--- src/rtl/icache_refill_ctrl.sv ---
// Icache miss sequencer: tag lookup, victim invalidate, line refill, tag commit, flush.
// Hit responds in the LOOKUP cycle, miss in COMMIT; req_ready only in IDLE with no flush pending.
module icache_refill_ctrl #(
  parameter int AW     = 32,
  parameter int OFFS_W = 5,
  parameter int DP     = 4,
  parameter int DW     = 32,
  parameter int BEATS  = 8,
  localparam int TAG_W = AW - OFFS_W,
  localparam int IW    = $clog2(DP),
  localparam int BW    = $clog2(BEATS)
) (
  input  logic             clk,
  input  logic             reset_n,
  input  logic             req_valid,
  output logic             req_ready,
  input  logic [AW-1:0]    req_addr,
  output logic             rsp_valid,
  output logic             rsp_hit,
  output logic [IW-1:0]    rsp_idx,
  input  logic             flush_req,
  output logic             flush_done,
  output logic             tag_flush,
  output logic [TAG_W-1:0] tag_cmp_data,
  input  logic [DP-1:0]    tag_hit,
  input  logic [IW-1:0]    tag_hindex,
  input  logic [IW-1:0]    tag_wptr,
  output logic             tag_wr,
  output logic             tag_uwr,
  output logic [IW-1:0]    tag_uptr,
  output logic             tag_wvalid,
  output logic [TAG_W-1:0] tag_wtag,
  output logic             mem_req,
  output logic [AW-1:0]    mem_addr,
  input  logic             mem_ack,
  input  logic             mem_rvalid,
  input  logic [DW-1:0]    mem_rdata,
  output logic             dram_we,
  output logic [IW-1:0]    dram_idx,
  output logic [BW-1:0]    dram_beat,
  output logic [DW-1:0]    dram_wdata,
  output logic [15:0]      hit_cnt,
  output logic [15:0]      miss_cnt
);

  typedef enum logic [2:0] {
    S_IDLE, S_LOOKUP, S_INVAL, S_MREQ, S_REFILL, S_COMMIT, S_FLUSH
  } state_t;

  state_t           state_q, state_d;
  logic [TAG_W-1:0] tag_q;
  logic [IW-1:0]    vidx_q;
  logic [BW-1:0]    beat_q;
  logic             flush_blk_q;

  wire unused_offs = ^req_addr[OFFS_W-1:0];

  always_ff @(posedge clk or negedge reset_n) begin
    if (!reset_n) begin
      state_q     <= S_IDLE;
      tag_q       <= '0;
      vidx_q      <= '0;
      beat_q      <= '0;
      flush_blk_q <= 1'b0;
      hit_cnt     <= '0;
      miss_cnt    <= '0;
    end else begin
      state_q <= state_d;
      if (state_q == S_IDLE && req_valid && req_ready)
        tag_q <= req_addr[AW-1:OFFS_W];
      if (state_q == S_LOOKUP) begin
        if (|tag_hit) begin
          if (hit_cnt != 16'hFFFF) hit_cnt <= hit_cnt + 16'd1;
        end else begin
          vidx_q <= tag_wptr;
          if (miss_cnt != 16'hFFFF) miss_cnt <= miss_cnt + 16'd1;
        end
      end
      if (state_q == S_REFILL && mem_rvalid)
        beat_q <= beat_q + 1'b1;
      // A held flush_req must drop for a cycle before it can trigger another flush.
      if (state_q == S_FLUSH)
        flush_blk_q <= 1'b1;
      else if (!flush_req)
        flush_blk_q <= 1'b0;
    end
  end

  assign tag_cmp_data = tag_q;
  assign mem_addr     = {tag_q, {OFFS_W{1'b0}}};
  assign dram_idx     = vidx_q;
  assign dram_beat    = beat_q;
  assign dram_wdata   = mem_rdata;

  always_comb begin
    state_d    = state_q;
    req_ready  = 1'b0;
    rsp_valid  = 1'b0;
    rsp_hit    = 1'b0;
    rsp_idx    = vidx_q;
    flush_done = 1'b0;
    tag_flush  = 1'b0;
    tag_wr     = 1'b0;
    tag_uwr    = 1'b0;
    tag_uptr   = vidx_q;
    tag_wvalid = 1'b0;
    tag_wtag   = '0;
    mem_req    = 1'b0;
    dram_we    = 1'b0;
    case (state_q)
      S_IDLE: begin
        req_ready = !flush_req;
        if (flush_req) begin
          if (!flush_blk_q) state_d = S_FLUSH;
        end else if (req_valid) begin
          state_d = S_LOOKUP;
        end
      end
      S_LOOKUP: begin
        if (|tag_hit) begin
          rsp_valid = 1'b1;
          rsp_hit   = 1'b1;
          rsp_idx   = tag_hindex;
          state_d   = S_IDLE;
        end else begin
          state_d = S_INVAL;
        end
      end
      S_INVAL: begin
        tag_uwr = 1'b1;
        state_d = S_MREQ;
      end
      S_MREQ: begin
        mem_req = 1'b1;
        if (mem_ack) state_d = S_REFILL;
      end
      S_REFILL: begin
        if (mem_rvalid) begin
          dram_we = 1'b1;
          if (beat_q == BW'(BEATS - 1)) state_d = S_COMMIT;
        end
      end
      S_COMMIT: begin
        tag_wr     = 1'b1;
        tag_wvalid = 1'b1;
        tag_wtag   = tag_q;
        rsp_valid  = 1'b1;
        state_d    = S_IDLE;
      end
      S_FLUSH: begin
        tag_flush  = 1'b1;
        flush_done = 1'b1;
        state_d    = S_IDLE;
      end
      default: state_d = S_IDLE;
    endcase
  end

endmodule

--- config.mk ---
export PLATFORM = sky130hd
export DESIGN_NAME = icache_refill_ctrl
export DESIGN_NICKNAME = d
export VERILOG_FILES = /design/src/rtl/icache_refill_ctrl.sv
export SDC_FILE = /design/constraint.sdc
export NUM_CORES = 1
export LEC_CHECK = 0
export BUFFER_PORTS_ARGS = -buffer_cell sky130_fd_sc_hd__clkbuf_2
export CAP_MARGIN = 10
export CORE_ASPECT_RATIO = 0.8
export CORE_UTILIZATION = 47
export DETAILED_ROUTE_END_ITERATION = 10
export PLACE_DENSITY_LB_ADDON = 0.08
export SLEW_MARGIN = 20
export SYNTH_ARGS = -nofsm -noshare
export SYNTH_HDL_FRONTEND = slang
export SYNTH_SLANG_ARGS = --single-unit
--- constraint.sdc ---
create_clock -name clk -period 5.7 [get_ports clk]
set_clock_uncertainty 0.05 [all_clocks]
set_input_delay 1.14 -clock clk [delete_from_list [all_inputs] [get_ports clk]]
set_output_delay 1.14 -clock clk [all_outputs]
set_load 0.005 [all_outputs]
==> insert_results.sql <==
INSERT INTO impl_metrics (metric_group, metric, value, unit) VALUES
('status', 'status', 'complete, no violations', ''),
('route', 'route.met3.wl', '501', 'um'),
('setup_path', 'startpoint_class', 'input pin', ''),
('layout', 'area.growth.synth_to_final', '15.5', '%'),
('synthesis', 'yosys.area_share.simple', '20.3', '%'),
('floorplanning', 'rows', '29', ''),
('route', 'highest_signal_layer', 'met4', ''),
('route', 'routed_wire_length_per_instance', '13.9', 'um'),
('route', 'routed-wl-met2', '3800', 'um'),
('route', 'routed-via-count', '2824', ''),
('pwr', 'totalPowerFinal', '1.80', 'mW'),
('synthesis', 'cells_after_synth', '354', ''),
('synthesis', 'postSynthRegisterBits', '68', ''),
('floorplanning', 'floorplan.initialDensity', '48.9', '%'),
('setup_path', 'critical_path_class', 'in -> out', ''),
('layout', 'final_util', '56.5', '%'),
('layout', 'final_nets', '545', ''),
('floorplanning', 'design.die.area', '8680', 'um^2'),
('clocking', 'numCtsBuffers', '9', ''),
('global_route', 'total_congestion_overflow_after_global_routing', '0', ''),
('setup_path', 'crit_arrival', '2.62', 'ns'),
('place', 'post-place-ws', '1.88', 'ns'),
('clocking', 'htree_num_levels', '3', ''),
('setup_path', 'worst-r2r-setup-slack', '3.44', 'ns'),
('synthesis', 'post_synth.cell_area_avg', '11.0', 'um^2'),
('synthesis', 'netlist-cell-type-count', '43', ''),
('clocking', 'post_cts_hold_buffer_count', '0', ''),
('clocking', 'clk_pin_slew', '0.06', 'ns'),
('sta', 'hold_viol', '0', ''),
('clocking', 'cts_tree', 'yes', ''),
('floorplanning', 'die_h', '83.5', 'um'),
('setup_path', 'rr_startpoint', 'hit_cnt[0]$_DFFE_PN0P_', ''),
('synthesis', 'number_of_enable_type_register_cells_in_the_synthesized_netlist', '0', ''),
('clocking', 'cts_num_sinks', '68', ''),
('sta', 'least_margin_pin_slew', '0.951', 'ns'),
('clocking', 'postCtsResizedCells', '0', ''),
('clocking', 'clkLatencyLatePin', '0.34', 'ns'),
('floorplanning', 'die-width', '104', 'um'),
('pwr', 'vdd_drop_max', '0.199', 'mV'),
('sta', 'post-route-worst-setup-slack', '1.89', 'ns'),
('sta', 'timing.hold.ws', '0.437', 'ns'),
('sta', 'final_min_period_over_clock_period', '66.8', '%'),
('synthesis', 'synth-seq-area-share', '43.6', '%'),
('synthesis', 'proportion_of_register_bits_with_asynchronous_set_or_reset_after_synthesis', '100', '%'),
('route', 'router_iterations_before_antenna_repair', '4', ''),
('global_route', 'global_route_wire_length_before_repair', '13500', 'um'),
('job', 'timing.max_cap.violations', '0', ''),
('place', 'hpwlAfterDp', '6040', 'um'),
('clocking', 'cts_setup_buffers', '0', ''),
('setup_path', 'critPathMaxFanout', '8', ''),
('clocking', 'cts_max_path_buffers', '2', ''),
('floorplanning', 'ios', '247', ''),
('route', 'vias_per_cell', '4.90', ''),
('global_route', 'grt_use_total', '19.6', '%'),
('layout', 'post_route_cells_drive_above_1_share', '50.6', '%'),
('setup_path', 'worst-r2r-cell-count', '6', ''),
('setup_path', 'r2r_end', 'hit_cnt[11]$_DFFE_PN0P_', ''),
('route', 'antenna_violating_nets_post_route', '0', ''),
('hold_path', 'hp-start', 'flush_blk_q$_DFFE_PN0P_', ''),
('sta', 'fmax', '262', 'MHz'),
('synthesis', 'synth.area.mux_share', '10.5', '%'),
('pwr', 'total_leakage_power', '2.52', 'nW'),
('sta', 'setup_total_negative_slack', '0', 'ns'),
('clocking', 'cts_root_buffer', 'sky130_fd_sc_hd__clkbuf_8', ''),
('global_route', 'antenna_found_initial', '0', ''),
('setup_path', 'cp-end-kind', 'primary output', ''),
('sta', 'finalCriticalPeriod', '3.81', 'ns'),
('layout', 'insertedDiodeCount', '0', ''),
('hold_path', 'worst_min_path_class', 'reg -> reg', ''),
('floorplanning', 'core', '7980', 'um^2'),
('synthesis', 'syn_std_cell_area', '3900', 'um^2');
==> flip-flops by register name, summed over array words and instances, names as in the netlist <==
name	flops
flush_blk_q	1
tag_cmp_data	27
dram_idx	2
state_q	3
miss_cnt	16
hit_cnt	16
dram_beat	3
==> logic make-up (layout without fill, tap and decap cells) <==
| family | Yosys count | in the layout |
|---|---|---|
| other cells | 1 | 5 |
| xor+xnor | 30 | 30 |
| fa+ha+maj | 4 | 4 |
| simple gates | 123 | 123 |
| buf+inv | 82 | 192 |
| compound gates | 10 | 10 |
| flops | 68 | 68 |
| mux | 36 | 36 |
==> stage by stage <==
step           instances  cell area (um^2)
3_5_place_dp         560              4350
3_3_place_gp         560              4350
4_1_cts              576              4510
6_report             576              4510
5_1_grt              576              4510
2_1_floorplan        358              3920
==> layout by cell type, fill, tap and decap left out, drive strengths merged, types with 3 or more instances in the layout <==
cell type / count
clkbuf: 185
buf: 3
mux2: 36
nand2: 24
ha: 4
and2: 28
nand4: 9
nor4: 9
conb: 5
nand2b: 4
and3: 8
nand3: 4
nor3: 14
dfrtp: 68
a2111oi: 3
nor3b: 6
nor2: 10
xor2: 30
==> cells in the mapped netlist (2+ instances only) <==
library cell,n,area [um^2]
sky130_fd_sc_hd__buf_4,68,510
sky130_fd_sc_hd__xor2_1,30,263
sky130_fd_sc_hd__mux2_2,34,383
sky130_fd_sc_hd__and4_1,2,17.5
sky130_fd_sc_hd__nand2_2,3,18.8
sky130_fd_sc_hd__nor3b_1,5,37.5
sky130_fd_sc_hd__nor4_1,3,18.8
sky130_fd_sc_hd__inv_1,2,7.51
sky130_fd_sc_hd__o21ai_0,2,10.0
sky130_fd_sc_hd__nand4_1,8,50.1
sky130_fd_sc_hd__nor2_1,9,33.8
sky130_fd_sc_hd__a2111oi_2,2,30.0
sky130_fd_sc_hd__nor4_4,3,63.8
sky130_fd_sc_hd__clkbuf_1,4,15.0
sky130_fd_sc_hd__and3_1,8,50.1
sky130_fd_sc_hd__nor3_1,14,70.1
sky130_fd_sc_hd__ha_1,4,50.1
sky130_fd_sc_hd__nand3_1,3,15.0
sky130_fd_sc_hd__buf_6,3,33.8
sky130_fd_sc_hd__nor4_2,3,37.5
sky130_fd_sc_hd__buf_2,5,25.0
sky130_fd_sc_hd__nand2_1,21,78.8
sky130_fd_sc_hd__nand2b_1,4,25.0
sky130_fd_sc_hd__dfrtp_1,68,1700
sky130_fd_sc_hd__and2_1,28,175
==> how the worst max path moves through the flow <==
stage | from | slack [ns] | cells past startpoint | to
final | tag_hit[1] | 1.89 | 5 | rsp_idx[0]
after global placement | tag_hit[1] | 1.90 | 5 | rsp_idx[0]
after floorplan | tag_hit[1] | 2.23 | 4 | rsp_idx[0]
after global routing | tag_hit[1] | 1.83 | 5 | rsp_idx[1]
after CTS | tag_hit[1] | 1.88 | 5 | rsp_idx[1]
after detailed placement | tag_hit[1] | 1.88 | 5 | rsp_idx[1]
==> routing by layer <==
metal | vias up | track usage [%]
met1 | 1350 | 26.1
met5 | - | 0
met3 | 11 | 6.64
met2 | 112 | 30.9
li1 | 1351 | -
met4 | 0 | 4.68
==> power by group <==
part	switching [mW]	internal (mW)	total, mW
logic	0.278	0.380	0.657
clock network	0.168	0.169	0.337
registers	0.171	0.632	0.802
==> critical path, stage by stage <==
cell	delay, ns
sky130_fd_sc_hd__clkbuf_2	0.10
sky130_fd_sc_hd__or4_1	0.68
sky130_fd_sc_hd__nand2_2	0.23
sky130_fd_sc_hd__mux2_2	0.36
sky130_fd_sc_hd__clkbuf_2	0.11
==> final cells by class <==
type | instances | area (um^2)
multi-input combinational | 208 | 1630
tap | 108 | 135
clock inverter | 2 | 10.0
sequential | 68 | 1700
timing repair buffer | 174 | 876
clock buffer | 14 | 153
fill | 753 | 3470
inverter | 2 | 7.51
Power figures use the tool's default switching activity.
